==> src/rtl/program_loader_pkg.sv <==
// Shared RISC-V core package: instruction field layout, immediate packing and unpacking,
// and the loader FSM state type.
package common;

    typedef enum logic [2:0] {
        R_TYPE = 3'd0,
        I_TYPE = 3'd1,
        S_TYPE = 3'd2,
        B_TYPE = 3'd3,
        U_TYPE = 3'd4,
        J_TYPE = 3'd5
    } encoding_type;

    typedef struct packed {
        logic [6:0] funct7;
        logic [4:0] rs2;
        logic [4:0] rs1;
        logic [2:0] funct3;
        logic [4:0] rd;
        logic [6:0] opcode;
    } instruction_type;

    typedef enum logic [1:0] {
        IDLE = 2'd0,
        LOAD = 2'd1,
        DONE = 2'd2
    } loader_state_type;

    localparam logic [31:0] NOP_INSTR = 32'h00000013;

    // The B-type immediate is in halfword units, so inst[31] holds bit 11 and inst[7] holds bit 10.
    function automatic logic [31:0] immediate_extension(logic [31:0] instr, encoding_type enc);
        logic [31:0] res;
        res = '0;
        case (enc)
            I_TYPE: res = {{20{instr[31]}}, instr[31:20]};
            S_TYPE: res = {{20{instr[31]}}, instr[31:25], instr[11:7]};
            B_TYPE: res = {{20{instr[31]}}, instr[31], instr[7], instr[30:25], instr[11:8]};
            U_TYPE: res = {12'b0, instr[31:12]};
            J_TYPE: res = {{11{instr[31]}}, instr[31], instr[19:12], instr[20], instr[30:21], 1'b0};
            default: res = '0;
        endcase
        return res;
    endfunction

    function automatic logic imm_in_range(logic [31:0] imm, encoding_type enc);
        logic ok;
        ok = 1'b0;
        case (enc)
            R_TYPE:                 ok = 1'b1;
            I_TYPE, S_TYPE, B_TYPE: ok = (imm[31:11] == '0) || (imm[31:11] == '1);
            U_TYPE:                 ok = (imm[31:20] == '0);
            default:                ok = 1'b0;
        endcase
        return ok;
    endfunction

    function automatic logic [31:0] instruction_encode(instruction_type fields, logic [31:0] imm,
                                                       encoding_type enc);
        logic [31:0] w;
        w = NOP_INSTR;
        case (enc)
            R_TYPE: w = {fields.funct7, fields.rs2, fields.rs1, fields.funct3, fields.rd, fields.opcode};
            I_TYPE: w = {imm[11:0], fields.rs1, fields.funct3, fields.rd, fields.opcode};
            S_TYPE: w = {imm[11:5], fields.rs2, fields.rs1, fields.funct3, imm[4:0], fields.opcode};
            B_TYPE: w = {imm[11], imm[9:4], fields.rs2, fields.rs1, fields.funct3,
                         imm[3:0], imm[10], fields.opcode};
            U_TYPE: w = {imm[19:0], fields.rd, fields.opcode};
            default: w = NOP_INSTR;
        endcase
        return w;
    endfunction

endpackage

==> src/rtl/program_loader_encoder.sv <==
// Combinational instruction packer: produces the encoded word, or a NOP plus a reject flag.
module instr_encoder
    import common::*;
(
    input  instruction_type fields,
    input  logic [31:0]     imm,
    input  logic [2:0]      enc,
    output logic [31:0]     word,
    output logic            reject
);

    encoding_type enc_t;
    logic         enc_ok;

    assign enc_t  = encoding_type'(enc);
    assign enc_ok = (enc <= 3'd4);
    assign reject = !enc_ok || !imm_in_range(imm, enc_t);
    assign word   = reject ? NOP_INSTR : instruction_encode(fields, imm, enc_t);

endmodule

==> src/rtl/program_loader.sv <==
// Streams encoded instructions into instruction memory at consecutive word addresses,
// using one registered encode stage with a held write request.
module program_loader
    import common::*;
#(
    parameter int ADDR_W = 8
) (
    input  logic              clk,
    input  logic              reset_n,
    input  logic              start,
    input  logic [ADDR_W-1:0] base_addr,
    input  logic [ADDR_W:0]   length,
    output logic              busy,
    output logic              done,
    output logic [7:0]        err_count,
    input  logic              in_valid,
    output logic              in_ready,
    input  logic [2:0]        in_encoding,
    input  logic [6:0]        in_opcode,
    input  logic [4:0]        in_rd,
    input  logic [2:0]        in_funct3,
    input  logic [4:0]        in_rs1,
    input  logic [4:0]        in_rs2,
    input  logic [6:0]        in_funct7,
    input  logic [31:0]       in_imm,
    output logic              mem_wr_en,
    input  logic              mem_wr_ready,
    output logic [ADDR_W-1:0] mem_wr_addr,
    output logic [31:0]       mem_wr_data
);

    loader_state_type  state;
    logic [ADDR_W-1:0] base;
    logic [ADDR_W:0]   len;
    logic [ADDR_W:0]   accepted;
    instruction_type   fields;
    logic [31:0]       enc_word;
    logic              enc_reject;
    logic              wr_fire;
    logic              accept;

    assign fields = '{funct7: in_funct7, rs2: in_rs2, rs1: in_rs1, funct3: in_funct3,
                      rd: in_rd, opcode: in_opcode};

    instr_encoder u_enc (
        .fields (fields),
        .imm    (in_imm),
        .enc    (in_encoding),
        .word   (enc_word),
        .reject (enc_reject)
    );

    // A new accept may coincide with the previous write being taken.
    assign wr_fire  = mem_wr_en && mem_wr_ready;
    assign in_ready = (state == LOAD) && (accepted < len) && (!mem_wr_en || mem_wr_ready);
    assign accept   = in_valid && in_ready;

    always_ff @(posedge clk or negedge reset_n) begin
        if (!reset_n) begin
            state       <= IDLE;
            base        <= '0;
            len         <= '0;
            accepted    <= '0;
            busy        <= 1'b0;
            done        <= 1'b0;
            err_count   <= '0;
            mem_wr_en   <= 1'b0;
            mem_wr_addr <= '0;
            mem_wr_data <= '0;
        end else begin
            case (state)
                IDLE: begin
                    done <= 1'b0;
                    if (start) begin
                        base      <= base_addr;
                        len       <= length;
                        accepted  <= '0;
                        err_count <= '0;
                        if (length == '0) begin
                            state <= DONE;
                            done  <= 1'b1;
                        end else begin
                            state <= LOAD;
                            busy  <= 1'b1;
                        end
                    end
                end
                LOAD: begin
                    if (wr_fire)
                        mem_wr_en <= 1'b0;
                    if (accept) begin
                        mem_wr_en   <= 1'b1;
                        mem_wr_addr <= base + accepted[ADDR_W-1:0];
                        mem_wr_data <= enc_word;
                        accepted    <= accepted + (ADDR_W+1)'(1);
                        if (enc_reject && err_count != 8'hFF)
                            err_count <= err_count + 8'd1;
                    end
                    if (accepted == len && (wr_fire || !mem_wr_en)) begin
                        state <= DONE;
                        busy  <= 1'b0;
                        done  <= 1'b1;
                    end
                end
                DONE: begin
                    done  <= 1'b0;
                    state <= IDLE;
                end
                default: begin
                    state <= IDLE;
                    busy  <= 1'b0;
                    done  <= 1'b0;
                end
            endcase
        end
    end

endmodule

==> config.mk <==
export PLATFORM = sky130hd
export DESIGN_NAME = program_loader
export DESIGN_NICKNAME = d
export VERILOG_FILES = /design/src/rtl/program_loader_pkg.sv /design/src/rtl/program_loader_encoder.sv /design/src/rtl/program_loader.sv
export SDC_FILE = /design/constraint.sdc
export NUM_CORES = 1
export LEC_CHECK = 0
export BUFFER_PORTS_ARGS = -buffer_cell sky130_fd_sc_hd__buf_2
export CELL_PAD_IN_SITES_DETAIL_PLACEMENT = 1
export CELL_PAD_IN_SITES_GLOBAL_PLACEMENT = 2
export CORE_MARGIN = 2
export CORE_UTILIZATION = 30
export CTS_CLUSTER_SIZE = 24
export DETAILED_ROUTE_END_ITERATION = 8
export GPL_TIMING_DRIVEN = 0
export PLACE_DENSITY_LB_ADDON = 0.1
export RECOVER_POWER = 25
export SLEW_MARGIN = 30
export SYNTH_ARGS = -nofsm -noshare
export SYNTH_HDL_FRONTEND = slang
export SYNTH_SLANG_ARGS = --single-unit
==> constraint.sdc <==
create_clock -name clk -period 3.17 [get_ports clk]
set_input_delay 0.4755 -clock clk [delete_from_list [all_inputs] [get_ports clk]]
set_output_delay 0.4755 -clock clk [all_outputs]
set_load 0.005 [all_outputs]
Word level (Yosys, flattened, before mapping). Index checks and enable logic that the tools add are counted.

Output and inout port bits: 52. Register bits: 79. Logic and storage cells: 82. Input bits: 89.

Equal/unequal tests: 14. Bitwise logic cells: 1. $lt $le $gt $ge: 2. Reductions and logical operators: 28. Mux-type cells: 24. Add/sub/neg operators: 3.

Operator list (count): $pmux W32 S5 (1); $mux W32 (1); $mux W8 (3); $eq A21 B21 Y1 const B (1); $logic_not A21 Y1 (1); $mux W9 (2); $pmux W9 S2 (1); $pmux W8 S2 (1); $logic_not A12 Y1 (1); $add A9 B1 Y9 const B (1); $eq A9 B9 Y1 (1); $logic_not A9 Y1 (1); $lt A9 B9 Y1 (1); $add A8 B1 Y8 const B (1); $add A8 B8 Y8 (1); $mux W1 (8); $ne A8 B8 Y1 const B (1); $reduce_and A2 Y1 (4); $reduce_and A4 Y1 (2); $eq A3 B2 Y1 const B (2); $logic_and A1 B1 Y1 (6); $mux W2 (3); $ne A2 B2 Y1 const B (3); $pmux W1 S3 (2); 16 further kinds (23).

Logic depth before layout (Yosys ltp).
Word-level depth: 9. Gate-level depth with buffers: 11. Depth with buffers taken out: 9.

Modules after synthesis. From an unflattened synthesis, not the netlist that was laid out.

Cells, all modules: 518. Area, all modules: 5016.1 µm².

By module, submodules not included: program_loader (area each 3779.9 µm², seq. area each 1976.9 µm², times used 1, cells each 345); instr_encoder (area each 1236.2 µm², seq. area each 0.0 µm², times used 1, cells each 173).

Least setup slack after synthesis. Ideal clock, no wire load.

Path kind: register to register. Start: reg accepted[7]. End: reg err_count[5]. Data arrival time: 2.211 ns. Path buffers: 1. Clock period less this slack: 2.289 ns. Cell stages (with the launch flop): 9. Data required time: 3.092 ns. Library setup time: 0.078 ns. Path slack: 0.881 ns. Cells stage by stage: dfrtp_1 -> ha_1 -> a21o_1 -> a2111oi_2 -> and3_1 -> buf_4 -> a21oi_2 -> or4_1 -> a21oi_1.

Word-level cells in the longest chain between the ends: 6.

RTL lines: start: declaration (RTL line program_loader.sv:35) `logic [ADDR_W:0] accepted;`; start signal: assignment (RTL line program_loader.sv:95) `accepted <= accepted + (ADDR_W+1)'(1);`; $lt A9 B9 Y1 (RTL line program_loader.sv:55) `assign in_ready = (state == LOAD) && (accepted < len) && (!mem_wr_en || mem_wr_ready);`; $logic_and A1 B1 Y1 (2 in a row) (RTL line program_loader.sv:55); $logic_and A1 B1 Y1 (RTL line program_loader.sv:56) `assign accept = in_valid && in_ready;`; $ne A2 B2 Y1 (no line); $reduce_and A4 Y1 (no line); end signal: assignment (RTL line program_loader.sv:97) `err_count <= err_count + 8'd1;`; end: declaration (RTL line program_loader.sv:15) `output logic [7:0] err_count,`.

No other way between the ends. A chain may end at the register's enable or synchronous reset.

Worst setup path after layout.
Start: reg accepted[7]. End: reg mem_wr_addr[4].

Word-level cells in the longest chain between the ends: 5.

RTL lines: $lt A9 B9 Y1 (RTL line program_loader.sv:55); $logic_and A1 B1 Y1 (2 in a row) (RTL line program_loader.sv:55); $logic_and A1 B1 Y1 (RTL line program_loader.sv:56); $reduce_and A2 Y1 (no line); end signal: assignment (RTL line program_loader.sv:93) `mem_wr_addr <= base + accepted[ADDR_W-1:0];`; end: declaration (RTL line program_loader.sv:28) `output logic [ADDR_W-1:0] mem_wr_addr,`.

No other way between the ends.

==> summary by stage <==
Run status
The run finished, with violations left. The final reports fail on capacitance limit, slew limit.

Logic synthesis
The count of flip-flops with a built-in enable after synthesis is 0. The post-synthesis net count is 593. The share of synthesized area occupied by flip-flops and latches is approximately 45%. For this run, asynchronously set or reset flops after synthesis account for 100%. The mapped cell area is 0.00440 sq mm. A synthesized cell averages 9.08 sq um. The count of synthesis-stage warnings from yosys is 0. In this run, distinct cell masters in the synthesized netlist total 52.

Of all cell types, the one taking the most synthesized area is dfrtp_1. The gate count of the mapped netlist is 485. By area the synthesized netlist is led by dfrtp_1 45%, nand2_1 7.2%, ha_1 5.1%, o21ai_0 3.5%, a22o_1 2.8%. The flip-flop and latch count after synthesis is 79. The top flip-flop cell by instance count after synthesis is dfrtp_1.

In this run the biggest area consumer among cell types represents between 40 and 50% of the synthesized area.

CTS
The number of clock buffers added by TritonCTS is 9. The number of setup buffers added after CTS is 0. The clock passes through at most 2 buffers. After clock tree synthesis, the clock-pin slew on the worst setup and hold paths is 0.06 ns.

CTS built an H-tree with a depth of 3. The CTS tree is yes. The count of cells resized by post-cts repair is 0. The tree built by TritonCTS fans out to 79 sinks. In this run, post-CTS hold repair placed 0 buffers. The library cell used as clock root buffer is clkbuf_16. The insertion delay to the later sink of the worst-skew pair is 0.33 ns.

Worst setup path
The arrival time of data at the critical path endpoint is 2.82 ns. Of all nets on the critical path, the largest fanout is 10. For the worst setup path, the data required time is 3.36 ns. The kind of end point of the critical path is a register. The critical path is of the reg -> reg type. The startpoint class of the critical path is a register.

Cells and area
The relative area change from synthesis to final layout is 27.3%. The layout has 1,749 filler cells. The count of cells in the finished layout, fillers not included, comes to 824. The number of nets in the finished design is 745. The most frequent standard cell in the layout excluding fill and tap cells is buf_2. The post-route netlist has 25.8% of its cells at a drive strength greater than 1.

After routing the design area is 0.00561 sq mm. In the layout the commonest cells are 143 x buf_2, 85 x nand2_1, 79 x dfrtp_1. The antenna diode instance count is 0.

Timing
The final count of pins violating max slew came to 27. Measured against its own limit, the worst slew margin works out to -6.02%. The timing-limited maximum frequency is 380 MHz. At the pin with the least slew margin, the transition time is 1.59 ns. In the finished design, the share of the clock period the worst path needs comes to between 80 and 90%. The smallest clock period supported by the final layout is computed as 2.63 ns. For the final routed database, the setup TNS stands at 0 ns.

The count of final hold-check violations came to 0. Setup violations remaining at the end of the flow were counted as 0. Setup repair after global routing left no endpoint under its margin. Across the routed clock network, the largest skew measured is between 0.007 and 0.008 ns.

GRT
The first global-routing pass estimated 24,200 um of wire. The global-route usage over all layers is 19.5%. The via count of the first global-routing pass is roughly 4,500. The maximum number of pins on one net before global-route repair is 54. The number of antenna violations at the first check in global routing was 0. For this run the aggregate overflow at the end of global routing stands at 0.

Drt
The residual DRC count is 0. Once detail routing completed, the nets flagged for antenna violations numbered 0. In the routed layout, each cell is associated on average with a via count of 5.23. After the first detailed-routing iteration, the DRC count stood at 213. The detailed router placed 4,306 vias in this run. The final layout contains routed wiring with a total length of between 15,000 and 20,000 um.

In the final routed layout, each cell accounts on average for roughly 18 um. The number of search-and-repair iterations in the first detailed-routing pass is 4.

Place
In this run the tool buffered the top-level ports with 140 buffer cells. The routability-driven placement congestion ratio is 0.856. The placed wire-length estimate after detailed placement is 11,700 um. In this run the cell area measured after placement is 0.00537 sq mm. Counting tap cells, the placed design contains a total of 810 instances.

Power and ir drop
Power spread over the standard cell area amounts to 665 mW/mm^2. The largest vdd supply drop is approximately 0.00028 V. For this design the static power due to leakage is between 2 and 3 nW.

Floorplanning
For this design the top-level I/O count stands at between 100 and 150. For this configuration, the core starts out at a cell density of between 30 and 40%. The floorplan step defined a die boundary enclosing 0.0157 sq mm. The horizontal extent of the die is roughly 130 um. The count of standard-cell rows is 44. The core outline area is ~0.014 sq mm. In this run the vertical extent of the chip is about 130 um.

Flow run
The number of maximum-capacitance violations is 1.

Min path
The tightest min-delay check is of the in -> reg type.
-- synth_stat cells (all sizes together), types with 8 or more instances --
cell and instances:
nand2 85, a22o 14, nand4 9, ha 18, a21oi 25, a211oi 12, buf 8, a31oi 10
nor4 8, inv 15, o22ai 10, dfrtp 79, clkbuf 18, nor2b 17, o21ai 43, nand3 9
a22oi 15, nor2 23
-- cell type report --
cell class | instances | area, sq um | share of cell area, %
Inverter | 15 | 56.3 | 1.00
Tap cell | 184 | 230 | 4.11
Clock inverter | 2 | 10.0 | 0.179
Sequential cell | 79 | 1980 | 35.3
Multi-Input combinational cell | 365 | 2260 | 40.3
Clock buffer | 12 | 236 | 4.22
Buffer | 26 | 110 | 1.96
Timing Repair Buffer | 141 | 727 | 13.0
-- critical path, stage by stage (launching register included) --
cell and delay (ns):
dfrtp_1 0.43, ha_1 0.33, a21o_1 0.17, a2111oi_2 0.36, and3_1 0.20, buf_4 0.15, nand2_1 0.08, buf_2 0.23
clkbuf_1 0.30, nand2_1 0.16, o31ai_1 0.07
-- state kept, by name, summed over array words and instances (netlist names) --
| register | flops |
|---|---|
| mem_wr_data | 32 |
| done | 1 |
| mem_wr_addr | 8 |
| mem_wr_en | 1 |
| err_count | 8 |
| accepted | 9 |
| base | 8 |
| state | 2 |
| busy | 1 |
| len | 9 |
-- path summary, 6_finish.rpt --
kind / from / end / slack [ns] / cells past startpoint
setup / recovery: accepted[7] / mem_wr_addr[4] / 0.54 / 10
hold / removal: base_addr[4] / base[4] / 0.33 / 3
setup reg to reg: accepted[7] / mem_wr_addr[4] / 0.54 / 10
hold reg to reg: mem_wr_addr[2] / mem_wr_addr[2] / 0.48 / 2
max in group asynchronous: reset_n / mem_wr_data[5] / 1.66 / 2
min in group asynchronous: reset_n / mem_wr_data[30] / 0.53 / 1
-- routing by layer --
| metal | part of all wire (%) | wire [um] | up-vias | global-route usage [%] |
|---|---|---|---|---|
| met1 | 48 | 7230 | 2128 | 27.4 |
| li1 | - | - | 2078 | - |
| met2 | 46 | 6880 | 88 | 30.3 |
| met4 | 1.2 | 185 | 0 | 5.49 |
| met5 | 0 | 0 | - | 0 |
| met3 | 4.7 | 711 | 12 | 4.24 |
-- where the power goes --
group | internal [mW] | leakage [nW] | total, mW | switching [mW]
sequential | 1.28 | 1.04 | 1.44 | 0.158
combinational | 0.537 | 1.58 | 1.38 | 0.843
clock | 0.519 | 0.122 | 0.908 | 0.388
-- logic make-up after synthesis --
family | after synthesis | synth area share, %
and+or+nand+nor | 175 | 18.7
AOI/OAI and AO/OA | 157 | 24.1
DFF | 79 | 44.9
buffers and inverters | 41 | 3.78
adders and majority gates | 19 | 5.57
xor gates and xnor gates | 7 | 1.39
muxes | 7 | 1.59
-- per-stage QoR --
step	worst slack (ns)	hold slack [ns]	util, %	power (mW)
5_1_grt	0.269	0.344	38.9	4.03
3_5_place_dp	0.403	0.366	37.2	2.86
6_report	0.536	0.334	38.9	3.73
3_3_place_gp	0.420	0.458	37.0	2.80
2_1_floorplan	0.881	0.180	-	2.26
4_1_cts	0.475	0.00634	38.9	3.79
No activity file was read; power rests on OpenSTA's default activity.
